<file path="src/rtl/cpu_control_unit_pkg.sv">
`default_nettype none
// +---------------------------------------------------------------------------+
// | cpu_control_unit_pkg : opcodes, Asel codes and state encoding             |
// | Rev 1.0                                                                   |
// +---------------------------------------------------------------------------+
package cpu_control_unit_pkg;

  localparam int OPC_W  = 3;
  localparam int ASEL_W = 2;

  localparam logic [OPC_W-1:0] OP_LOAD  = 3'b000;
  localparam logic [OPC_W-1:0] OP_STORE = 3'b001;
  localparam logic [OPC_W-1:0] OP_ADD   = 3'b010;
  localparam logic [OPC_W-1:0] OP_SUB   = 3'b011;
  localparam logic [OPC_W-1:0] OP_IN    = 3'b100;
  localparam logic [OPC_W-1:0] OP_JZ    = 3'b101;
  localparam logic [OPC_W-1:0] OP_JPOS  = 3'b110;
  localparam logic [OPC_W-1:0] OP_HALT  = 3'b111;

  localparam logic [ASEL_W-1:0] ASEL_ALU = 2'b00;
  localparam logic [ASEL_W-1:0] ASEL_IN  = 2'b01;
  localparam logic [ASEL_W-1:0] ASEL_RAM = 2'b10;

  localparam logic [3:0] S_START  = 4'd0;
  localparam logic [3:0] S_FETCH  = 4'd1;
  localparam logic [3:0] S_DECODE = 4'd2;
  localparam logic [3:0] S_LOAD   = 4'd3;
  localparam logic [3:0] S_STORE  = 4'd4;
  localparam logic [3:0] S_ADD    = 4'd5;
  localparam logic [3:0] S_SUB    = 4'd6;
  localparam logic [3:0] S_IN     = 4'd7;
  localparam logic [3:0] S_JZ     = 4'd8;
  localparam logic [3:0] S_JPOS   = 4'd9;
  localparam logic [3:0] S_HALT   = 4'd10;

  typedef enum logic [3:0] {
    ST_START  = S_START,
    ST_FETCH  = S_FETCH,
    ST_DECODE = S_DECODE,
    ST_LOAD   = S_LOAD,
    ST_STORE  = S_STORE,
    ST_ADD    = S_ADD,
    ST_SUB    = S_SUB,
    ST_IN     = S_IN,
    ST_JZ     = S_JZ,
    ST_JPOS   = S_JPOS,
    ST_HALT   = S_HALT
  } state_t;

endpackage
`default_nettype wire

</file>
<file path="src/rtl/cpu_control_unit_if.sv">
`default_nettype none
// +---------------------------------------------------------------------------+
// | cpu_control_unit_if : datapath status and control strobes                 |
// | Rev 1.0                                                                   |
// +---------------------------------------------------------------------------+
interface cpu_control_unit_if;
  import cpu_control_unit_pkg::*;

  logic [OPC_W-1:0]  IR;
  logic              Aeq0;
  logic              Apos;
  logic              Enter;
  logic              PCload;
  logic              JMPmux;
  logic              IRload;
  logic              Meminst;
  logic              MemWr;
  logic              Aload;
  logic              Sub;
  logic [ASEL_W-1:0] Asel;
  logic              Halted;
  logic              InputReq;

  modport master (
    input  IR, Aeq0, Apos, Enter,
    output PCload, JMPmux, IRload, Meminst, MemWr, Aload, Sub, Asel, Halted, InputReq
  );

  modport slave (
    output IR, Aeq0, Apos, Enter,
    input  PCload, JMPmux, IRload, Meminst, MemWr, Aload, Sub, Asel, Halted, InputReq
  );

endinterface
`default_nettype wire

</file>
<file path="src/rtl/cpu_control_unit_rise_detect.sv">
`default_nettype none
// +---------------------------------------------------------------------------+
// | rise_detect : 1-bit rising-edge detector, history resets high             |
// | Rev 1.0                                                                   |
// +---------------------------------------------------------------------------+
module rise_detect (
  input  logic clk,
  input  logic rst_n,
  input  logic i_d,
  output logic o_rise
);

  logic r_prev;

  // Resetting high means a level already high at reset is not an edge.
  always_ff @(posedge clk or negedge rst_n) begin
    if (!rst_n) r_prev <= 1'b1;
    else        r_prev <= i_d;
  end

  assign o_rise = i_d & ~r_prev;

endmodule
`default_nettype wire

</file>
<file path="src/rtl/cpu_control_unit.sv">
`default_nettype none
// +---------------------------------------------------------------------------+
// | cpu_control_unit : fetch/decode/execute FSM for the accumulator datapath  |
// | Rev 1.0                                                                   |
// +---------------------------------------------------------------------------+
module cpu_control_unit
  import cpu_control_unit_pkg::*;
(
  input  logic               clk,
  input  logic               rst_n,
  cpu_control_unit_if.master ctrl
);

  state_t            r_state;
  state_t            w_next;
  logic              w_enter_rise;
  logic              w_in_accept;
  logic              w_take_jump;
  logic              r_pc_load;
  logic              r_ir_load;
  logic              r_mem_inst;
  logic              r_mem_wr;
  logic              r_a_load;
  logic              r_sub;
  logic [ASEL_W-1:0] r_asel;
  logic              r_halted;
  logic              r_input_req;

  rise_detect u_enter_rise (
    .clk    (clk),
    .rst_n  (rst_n),
    .i_d    (ctrl.Enter),
    .o_rise (w_enter_rise)
  );

  always_comb begin
    w_next = r_state;
    unique case (r_state)
      ST_START:  w_next = ST_FETCH;
      ST_FETCH:  w_next = ST_DECODE;
      ST_DECODE: begin
        unique case (ctrl.IR)
          OP_LOAD:  w_next = ST_LOAD;
          OP_STORE: w_next = ST_STORE;
          OP_ADD:   w_next = ST_ADD;
          OP_SUB:   w_next = ST_SUB;
          OP_IN:    w_next = ST_IN;
          OP_JZ:    w_next = ST_JZ;
          OP_JPOS:  w_next = ST_JPOS;
          OP_HALT:  w_next = ST_HALT;
        endcase
      end
      ST_LOAD, ST_STORE, ST_ADD, ST_SUB, ST_JZ, ST_JPOS: w_next = ST_FETCH;
      ST_IN:     w_next = w_enter_rise ? ST_FETCH : ST_IN;
      ST_HALT:   w_next = ST_HALT;
      default:   w_next = ST_START;
    endcase
  end

  // Moore strobes are decoded from the next state so they are registered.
  always_ff @(posedge clk or negedge rst_n) begin
    if (!rst_n) begin
      r_state     <= ST_START;
      r_pc_load   <= 1'b0;
      r_ir_load   <= 1'b0;
      r_mem_inst  <= 1'b0;
      r_mem_wr    <= 1'b0;
      r_a_load    <= 1'b0;
      r_sub       <= 1'b0;
      r_asel      <= ASEL_ALU;
      r_halted    <= 1'b0;
      r_input_req <= 1'b0;
    end else begin
      r_state     <= w_next;
      r_pc_load   <= (w_next == ST_FETCH);
      r_ir_load   <= (w_next == ST_FETCH);
      r_mem_inst  <= (w_next inside {ST_DECODE, ST_LOAD, ST_STORE, ST_ADD, ST_SUB});
      r_mem_wr    <= (w_next == ST_STORE);
      r_a_load    <= (w_next inside {ST_LOAD, ST_ADD, ST_SUB});
      r_sub       <= (w_next == ST_SUB);
      r_asel      <= (w_next == ST_LOAD) ? ASEL_RAM : ASEL_ALU;
      r_halted    <= (w_next == ST_HALT);
      r_input_req <= (w_next == ST_IN);
    end
  end

  // Jump and IN-accept depend on same-cycle status, so they stay combinational.
  assign w_in_accept = (r_state == ST_IN) & w_enter_rise;
  assign w_take_jump = ((r_state == ST_JZ) & ctrl.Aeq0) | ((r_state == ST_JPOS) & ctrl.Apos);

  assign ctrl.PCload   = r_pc_load | w_take_jump;
  assign ctrl.JMPmux   = w_take_jump;
  assign ctrl.IRload   = r_ir_load;
  assign ctrl.Meminst  = r_mem_inst;
  assign ctrl.MemWr    = r_mem_wr;
  assign ctrl.Aload    = r_a_load | w_in_accept;
  assign ctrl.Sub      = r_sub;
  assign ctrl.Asel     = w_in_accept ? ASEL_IN : r_asel;
  assign ctrl.Halted   = r_halted;
  assign ctrl.InputReq = r_input_req;

endmodule
`default_nettype wire

</file>
<file path="src/flat_wrapper.sv">
// flat-port wrapper written by rule: the top's interface ports become plain ports
module cpu_control_unit_flat import cpu_control_unit_pkg::*;
  (clk, rst_n, ctrl_IR, ctrl_Aeq0, ctrl_Apos, ctrl_Enter, ctrl_PCload, ctrl_JMPmux, ctrl_IRload, ctrl_Meminst, ctrl_MemWr, ctrl_Aload, ctrl_Sub, ctrl_Asel, ctrl_Halted, ctrl_InputReq);
  cpu_control_unit_if ctrl_i ();
  input  logic clk;
  input  logic rst_n;
  input wire logic [$bits(ctrl_i.IR)-1:0] ctrl_IR;
  input wire logic [$bits(ctrl_i.Aeq0)-1:0] ctrl_Aeq0;
  input wire logic [$bits(ctrl_i.Apos)-1:0] ctrl_Apos;
  input wire logic [$bits(ctrl_i.Enter)-1:0] ctrl_Enter;
  output wire logic [$bits(ctrl_i.PCload)-1:0] ctrl_PCload;
  output wire logic [$bits(ctrl_i.JMPmux)-1:0] ctrl_JMPmux;
  output wire logic [$bits(ctrl_i.IRload)-1:0] ctrl_IRload;
  output wire logic [$bits(ctrl_i.Meminst)-1:0] ctrl_Meminst;
  output wire logic [$bits(ctrl_i.MemWr)-1:0] ctrl_MemWr;
  output wire logic [$bits(ctrl_i.Aload)-1:0] ctrl_Aload;
  output wire logic [$bits(ctrl_i.Sub)-1:0] ctrl_Sub;
  output wire logic [$bits(ctrl_i.Asel)-1:0] ctrl_Asel;
  output wire logic [$bits(ctrl_i.Halted)-1:0] ctrl_Halted;
  output wire logic [$bits(ctrl_i.InputReq)-1:0] ctrl_InputReq;
  assign ctrl_i.IR = ctrl_IR;
  assign ctrl_i.Aeq0 = ctrl_Aeq0;
  assign ctrl_i.Apos = ctrl_Apos;
  assign ctrl_i.Enter = ctrl_Enter;
  assign ctrl_PCload = ctrl_i.PCload;
  assign ctrl_JMPmux = ctrl_i.JMPmux;
  assign ctrl_IRload = ctrl_i.IRload;
  assign ctrl_Meminst = ctrl_i.Meminst;
  assign ctrl_MemWr = ctrl_i.MemWr;
  assign ctrl_Aload = ctrl_i.Aload;
  assign ctrl_Sub = ctrl_i.Sub;
  assign ctrl_Asel = ctrl_i.Asel;
  assign ctrl_Halted = ctrl_i.Halted;
  assign ctrl_InputReq = ctrl_i.InputReq;
  cpu_control_unit u_core (.clk(clk), .rst_n(rst_n), .ctrl(ctrl_i));
endmodule
</file>
<file path="config.mk">
export PLATFORM = sky130hd
export DESIGN_NAME = cpu_control_unit_flat
export DESIGN_NICKNAME = d
export VERILOG_FILES = /design/src/rtl/cpu_control_unit_pkg.sv /design/src/rtl/cpu_control_unit_if.sv /design/src/rtl/cpu_control_unit_rise_detect.sv /design/src/rtl/cpu_control_unit.sv /design/src/flat_wrapper.sv
export SDC_FILE = /design/constraint.sdc
export NUM_CORES = 1
export LEC_CHECK = 0
export CORE_MARGIN = 4
export CORE_UTILIZATION = 30
export CTS_BUF_LIST = sky130_fd_sc_hd__clkbuf_8
export DETAILED_ROUTE_END_ITERATION = 10
export MAX_ROUTING_LAYER = met4
export SETUP_SLACK_MARGIN = 0.02
export SLEW_MARGIN = 15
export SYNTH_ARGS = -nofsm -noshare
export SYNTH_HDL_FRONTEND = slang
export SYNTH_SLANG_ARGS = --single-unit
</file>
<file path="constraint.sdc">
create_clock -name clk -period 1.7 [get_ports clk]
set_clock_uncertainty 0.2 [all_clocks]
set_input_delay 0.34 -clock clk [delete_from_list [all_inputs] [get_ports clk]]
set_output_delay 0.34 -clock clk [all_outputs]
set_load 0.03 [all_outputs]
</file>
## Word level (Yosys, flattened, before mapping)

Memories as Yosys holds them, arrays and structs flattened.
Index checks and enable logic that the tools add are counted.

- Register bits: 14
- Latch bits: 0
- RAM bits: 0
- Bits in read-only memories: 32
- Input bits: 8
- Memories: 1

Memory list:

| memory | words | bits a word | rd ports | clocked after memory_dff | wr ports | line | text |
|---|---|---|---|---|---|---|---|
| (name not given) | 8 | 4 | 1 | 0 | 0 | cpu_control_unit.sv:42 | `unique case (ctrl.IR)` |

- Add/subtract/negate cells: 0
- $mul: 0
- Div/mod/pow operators: 0
- Magnitude comparators: 0
- Equality and inequality tests: 18
- Shift operators: 0
- Mux-type cells: 4
- Bitwise gates (word level): 8
- Reductions and logical operators: 4

Operator list:

| cell | count |
|---|---|
| $eq A4 B3 Y1 const B | 8 |
| $pmux W4 S5 | 1 |
| $eq A4 B2 Y1 const B | 4 |
| $eq A4 B4 Y1 const B | 4 |
| $eq A4 B1 Y1 const B | 2 |
| $reduce_or A7 Y1 | 1 |
| $reduce_bool A5 Y1 | 1 |
| $and A1 B1 Y1 | 4 |
| $logic_not A4 Y1 | 1 |
| $mux W2 | 2 |
| $mux W3 | 1 |
| $or A1 B1 Y1 | 3 |
| $reduce_bool A3 Y1 | 1 |
| $not A1 Y1 | 1 |

## Longest topological paths before layout

- Word-level depth: 6
- Mapped depth: 7
- Gate-level depth less buffers: 7

## Cells and area by module

Synthesis repeated with hierarchy kept, for this count alone.

- Cell total of the unflattened synthesis: 65
- Area total of the unflattened synthesis: 673.1 µm²

By module, submodules not included:

| module | instances | cells an instance | area an instance (µm²) | sequential area each (µm²) |
|---|---|---|---|---|
| cpu_control_unit | 1 | 63 | 633.1 | 300.3 |
| rise_detect | 1 | 2 | 40.0 | 26.3 |

## Worst setup path before layout

Ideal clock, no wire load.

- Path type: flip-flop to output port
- Start point: register u_core.r_state[2]
- End point: output ctrl_PCload
- Data arrival time: 1471 ps
- Data required time: 1160 ps
- Path slack: -311 ps
- Cell stages (with the launch flop): 5
- Path buffers: 0
- Cells stage by stage: dfrtp_1 > nor2_1 > nand2_1 > nor2_1 > or2_2

- Longest elaborated chain between the ends: 4
- Elaborated cells on any way between the ends: 6
- Classes of those cells: 2 x eq/ne; 4 x bitwise

Ends and longest elaborated chain:

| element | line | text |
|---|---|---|
| from (decl) | cpu_control_unit.sv:14 | `state_t r_state;` |
| from (signal assigned) | cpu_control_unit.sv:74 | `r_state <= w_next;` |
| $eq A4 B4 Y1 | cpu_control_unit.sv:89 | `assign w_take_jump = ((r_state == ST_JZ) & ctrl.Aeq0) \| ((r_state == ST_JPOS) & ctrl.Apos);` |
| $and A1 B1 Y1 | cpu_control_unit.sv:89 |  |
| $or A1 B1 Y1 (*) | cpu_control_unit.sv:89 |  |
| via ctrl_JMPmux | flat_wrapper.sv:12 | `output wire logic [$bits(ctrl_i.JMPmux)-1:0] ctrl_JMPmux;` |
| $or A1 B1 Y1 (*) | cpu_control_unit.sv:91 | `assign ctrl.PCload = r_pc_load \| w_take_jump;` |
| to (decl) | flat_wrapper.sv:11 | `output wire logic [$bits(ctrl_i.PCload)-1:0] ctrl_PCload;` |

The timed path passes the listed nets; every way through them passes the cells marked *.

## Worst setup path after layout

- Start point: register u_core.u_enter_rise.r_prev
- End point: output ctrl_Aload

- Longest elaborated chain between the ends: 4

Ends and longest elaborated chain:

| element | line | text |
|---|---|---|
| from (decl) | cpu_control_unit_rise_detect.sv:13 | `logic r_prev;` |
| from (signal assigned) | cpu_control_unit_rise_detect.sv:18 | `else r_prev <= i_d;` |
| $not A1 Y1 | cpu_control_unit_rise_detect.sv:21 | `assign o_rise = i_d & ~r_prev;` |
| $and A1 B1 Y1 | cpu_control_unit_rise_detect.sv:21 |  |
| $and A1 B1 Y1 | cpu_control_unit.sv:88 | `assign w_in_accept = (r_state == ST_IN) & w_enter_rise;` |
| $or A1 B1 Y1 | cpu_control_unit.sv:96 | `assign ctrl.Aload = r_a_load \| w_in_accept;` |
| to (decl) | flat_wrapper.sv:16 | `output wire logic [$bits(ctrl_i.Aload)-1:0] ctrl_Aload;` |

Every way passes these cells.

==> flow_summary.ini <==
[timing]
fmax_ghz = 0.5121
hold_viol_final = 0
rsz0062_at_grt = yes
setup_ws_ps = -252.8
finalCriticalPeriod_ps = 1953
worst_pin_slew_ps = 366.1
slew_violations = 0
final.period_utilization_pct = 114.9
setup_viol = 13
max_slew_margin_pct = 75.59

[cts]
cts_buffer_depth = 2
cts_tree = yes
cts_sinks = 13
hold_buffers = 0
root_buffer = clkbuf_8
insertion_delay_ps = 230
htree_levels = 1
clk_pin_slew_ps = 50
cts_buffers = 3

[grt]
grt_pass1_vias = 635
grt_usage_pct = 14.09
antenna_found_initial = 0
grt_max_degree = 14
gr-total-overflow = 0
grt_first_pass_wirelength_um = 2801

[layout]
final_cell_mix = 21 x buf_4, 11 x dfrtp_1, 9 x dlygate4sd2_1
postLayoutCoreUtil_pct = 58.38
layoutNonFillerInstCount = 132
areaGrowthSynthToFinish_pct = 80.31
insertedDiodeCount = 0
drive_gt1_share_pct = 56.19
final_nets = 116
final_common_cell = buf_4
finalInstanceArea_um2 = 1169

[routing]
drt_pre_antenna_iters = 4
num_vias = 604
drt_wl_total_um = 1817
drc = 0
routedWlPerCell_um = 13.77
routed_via_density = 4.576
ant_nets = 0
drt-initial-drc-count = 9

[worst_setup_path]
r2r-start = u_core.r_state[2]$_DFF_PN0_
crit_path_end_kind = output pin
slowest_delay_ps = 520
path_max_fanout = 2
crit_slowest_cell = dfstp_2
crit_chain = nand2b_4 -> nor2_2 -> buf_4 -> or2_4 -> buf_6
startpoint_type = flop
worstPathRequired_ps = 1160
crit_type = reg -> out
worstPathArrival_ps = 1410
cp.buffers_inverters = 2
cp-startpoint = u_core.u_enter_rise.r_prev$_DFF_PN1_
cp_top_family = flip-flops

[pwr]
p_switching_mw = 0.7538
switching_share_pct = 40.38
p_clk_share_pct = 13.6
seq_power_share_pct = 24.1
internal_power_mw = 1.113
combPwrFrac_pct = 62.3
p_leak_nw = 0.5764
ir_drop_uv = 803.6
powerDensity_nw_per_um2 = 1598

[yosys]
synth_cell_type_count = 29
syn_inst = 61
async_reset_ff_share_pct = 100.0
synth_area_um2 = 648.1
ys.warnings.count = 0
synth_edf_count = 0
synth_top_flop_cell = dfrtp_1
synthesis.nets = 71
seq_area_frac_synth_pct = 50.39
synth.avg_cell_area_um2 = 10.62
ys_ff_latch = 13

[placed_design]
placed_cells = 124
preCtsSetupSlack_ps = -698.5
place.gp.congestion = 0.7681
placed_area_um2 = 998.5
dpl.hpwl_um = 1196
io_buffers = 18

[outcome]
status = complete, but fails checks
violations = setup timing

[worst_hold_path]
hold_path_class = in -> async

[job]
drv_cap = 0

[floorplan]
pin_count = 19
placementRows = 16
dieArea_um2 = 2968
die_height_um = 54.48
core_area_um2 = 2002
dieWidth_um = 54.48
initial_utilization_pct = 32.38
-- power by group through the flow --
stage	Sequential (mW)	Clock [mW]	Combinational [mW]
floorplan	0.528	0	0.457
global placement	0.445	0	0.963
detailed placement	0.448	0	0.961
CTS	0.448	0.265	1.07
global route	0.459	0.287	1.25
finish	0.450	0.254	1.16
-- path summary, 6_finish.rpt --
kind	cells past startpoint	slack, ps	end
worst max-delay path	5	-250	ctrl_Aload
worst max register to register	6	-230	u_core.r_a_load$_DFF_PN0_
worst min register to register	4	660	u_core.r_state[2]$_DFF_PN0_
worst min-delay path	2	210	u_core.r_state[3]$_DFF_PN0_
max in group asynchronous	2	860	u_core.u_enter_rise.r_prev$_DFF_PN1_
min in group clk	2	320	u_core.u_enter_rise.r_prev$_DFF_PN1_
-- final cells by class --
cell class | instances | area [µm²]
inverters | 4 | 15.01
fillers | 176 | 833.3
well taps | 27 | 33.78
clock buffers | 3 | 41.29
repair buffers | 41 | 355.3
clock inverters | 1 | 3.754
flip-flops and latches | 13 | 327.8
multi-input cells | 43 | 391.6
-- Yosys cell counts, types with 2 or more instances --
library cell / number / share of area [%]
or2_2: 3 / 2.9
inv_1: 4 / 2.3
dfrtp_1: 12 / 46
o21ai_0: 2 / 1.5
nor2_1: 6 / 3.5
nor2b_1: 4 / 3.9
o21a_1: 2 / 2.3
ha_1: 2 / 3.9
nor3_1: 2 / 1.5
nand2_1: 5 / 2.9
-- sequential cells by signal, summed over array words and instances, names as in the netlist --
signal / cells
u_core.r_state: 4
u_core.ctrl.Halted: 1
u_core.ctrl.InputReq: 1
u_core.ctrl.MemWr: 1
u_core.ctrl.Meminst: 1
u_core.ctrl.Sub: 1
u_core.r_a_load: 1
u_core.r_asel: 1
u_core.r_pc_load: 1
u_core.u_enter_rise.r_prev: 1
-- cells by family (layout without fill, tap and decap cells) --
group	after synthesis	after routing	share of synthesized area [%]
AOI/OAI and AO/OA	11	11	14.86
and+or+nand+nor	28	28	24.52
muxes	1	1	1.544
adders and majority gates	2	2	3.860
buffers and inverters	5	49	3.475
xor gates and xnor gates	1	1	1.352
DFF	13	13	50.39
-- layer usage --
layer	up-vias	part of all wire (%)	global-route usage [%]
li1	298	-	-
met1	284	39	14.33
met2	20	55	25.50
met3	2	5.4	4.905
met4	0	1.0	3.734
met5	-	0	-
-- worst reg2reg max path, cell delays in order (launching register included) --
cell     delay [ps]
dfrtp_2         410
buf_6           130
or3b_4          390
a211o_4         300
o21a_1          210
nor3_4          120
a41o_1          110
-- timing repair --
action | CTS | global route
hold endpoints to repair | 0 | 0
setup endpoints to repair | 22 | 16
pin swaps | 5 | 7
gates resized for setup | 38 | 14
buffers inserted | 3 | 1
-- through the flow --
step	power (mW)	TNS [ps]	hold WS [ps]
detailed placement	1.409	-7720	458.4
global placement	1.408	-7313	463.5
global route	1.992	-2549	223.4
CTS	1.782	-2551	215.0
finish	1.867	-1889	208.9
floorplan	0.9853	-437.9	-155.6
No activity file was read; power rests on OpenSTA's default activity.
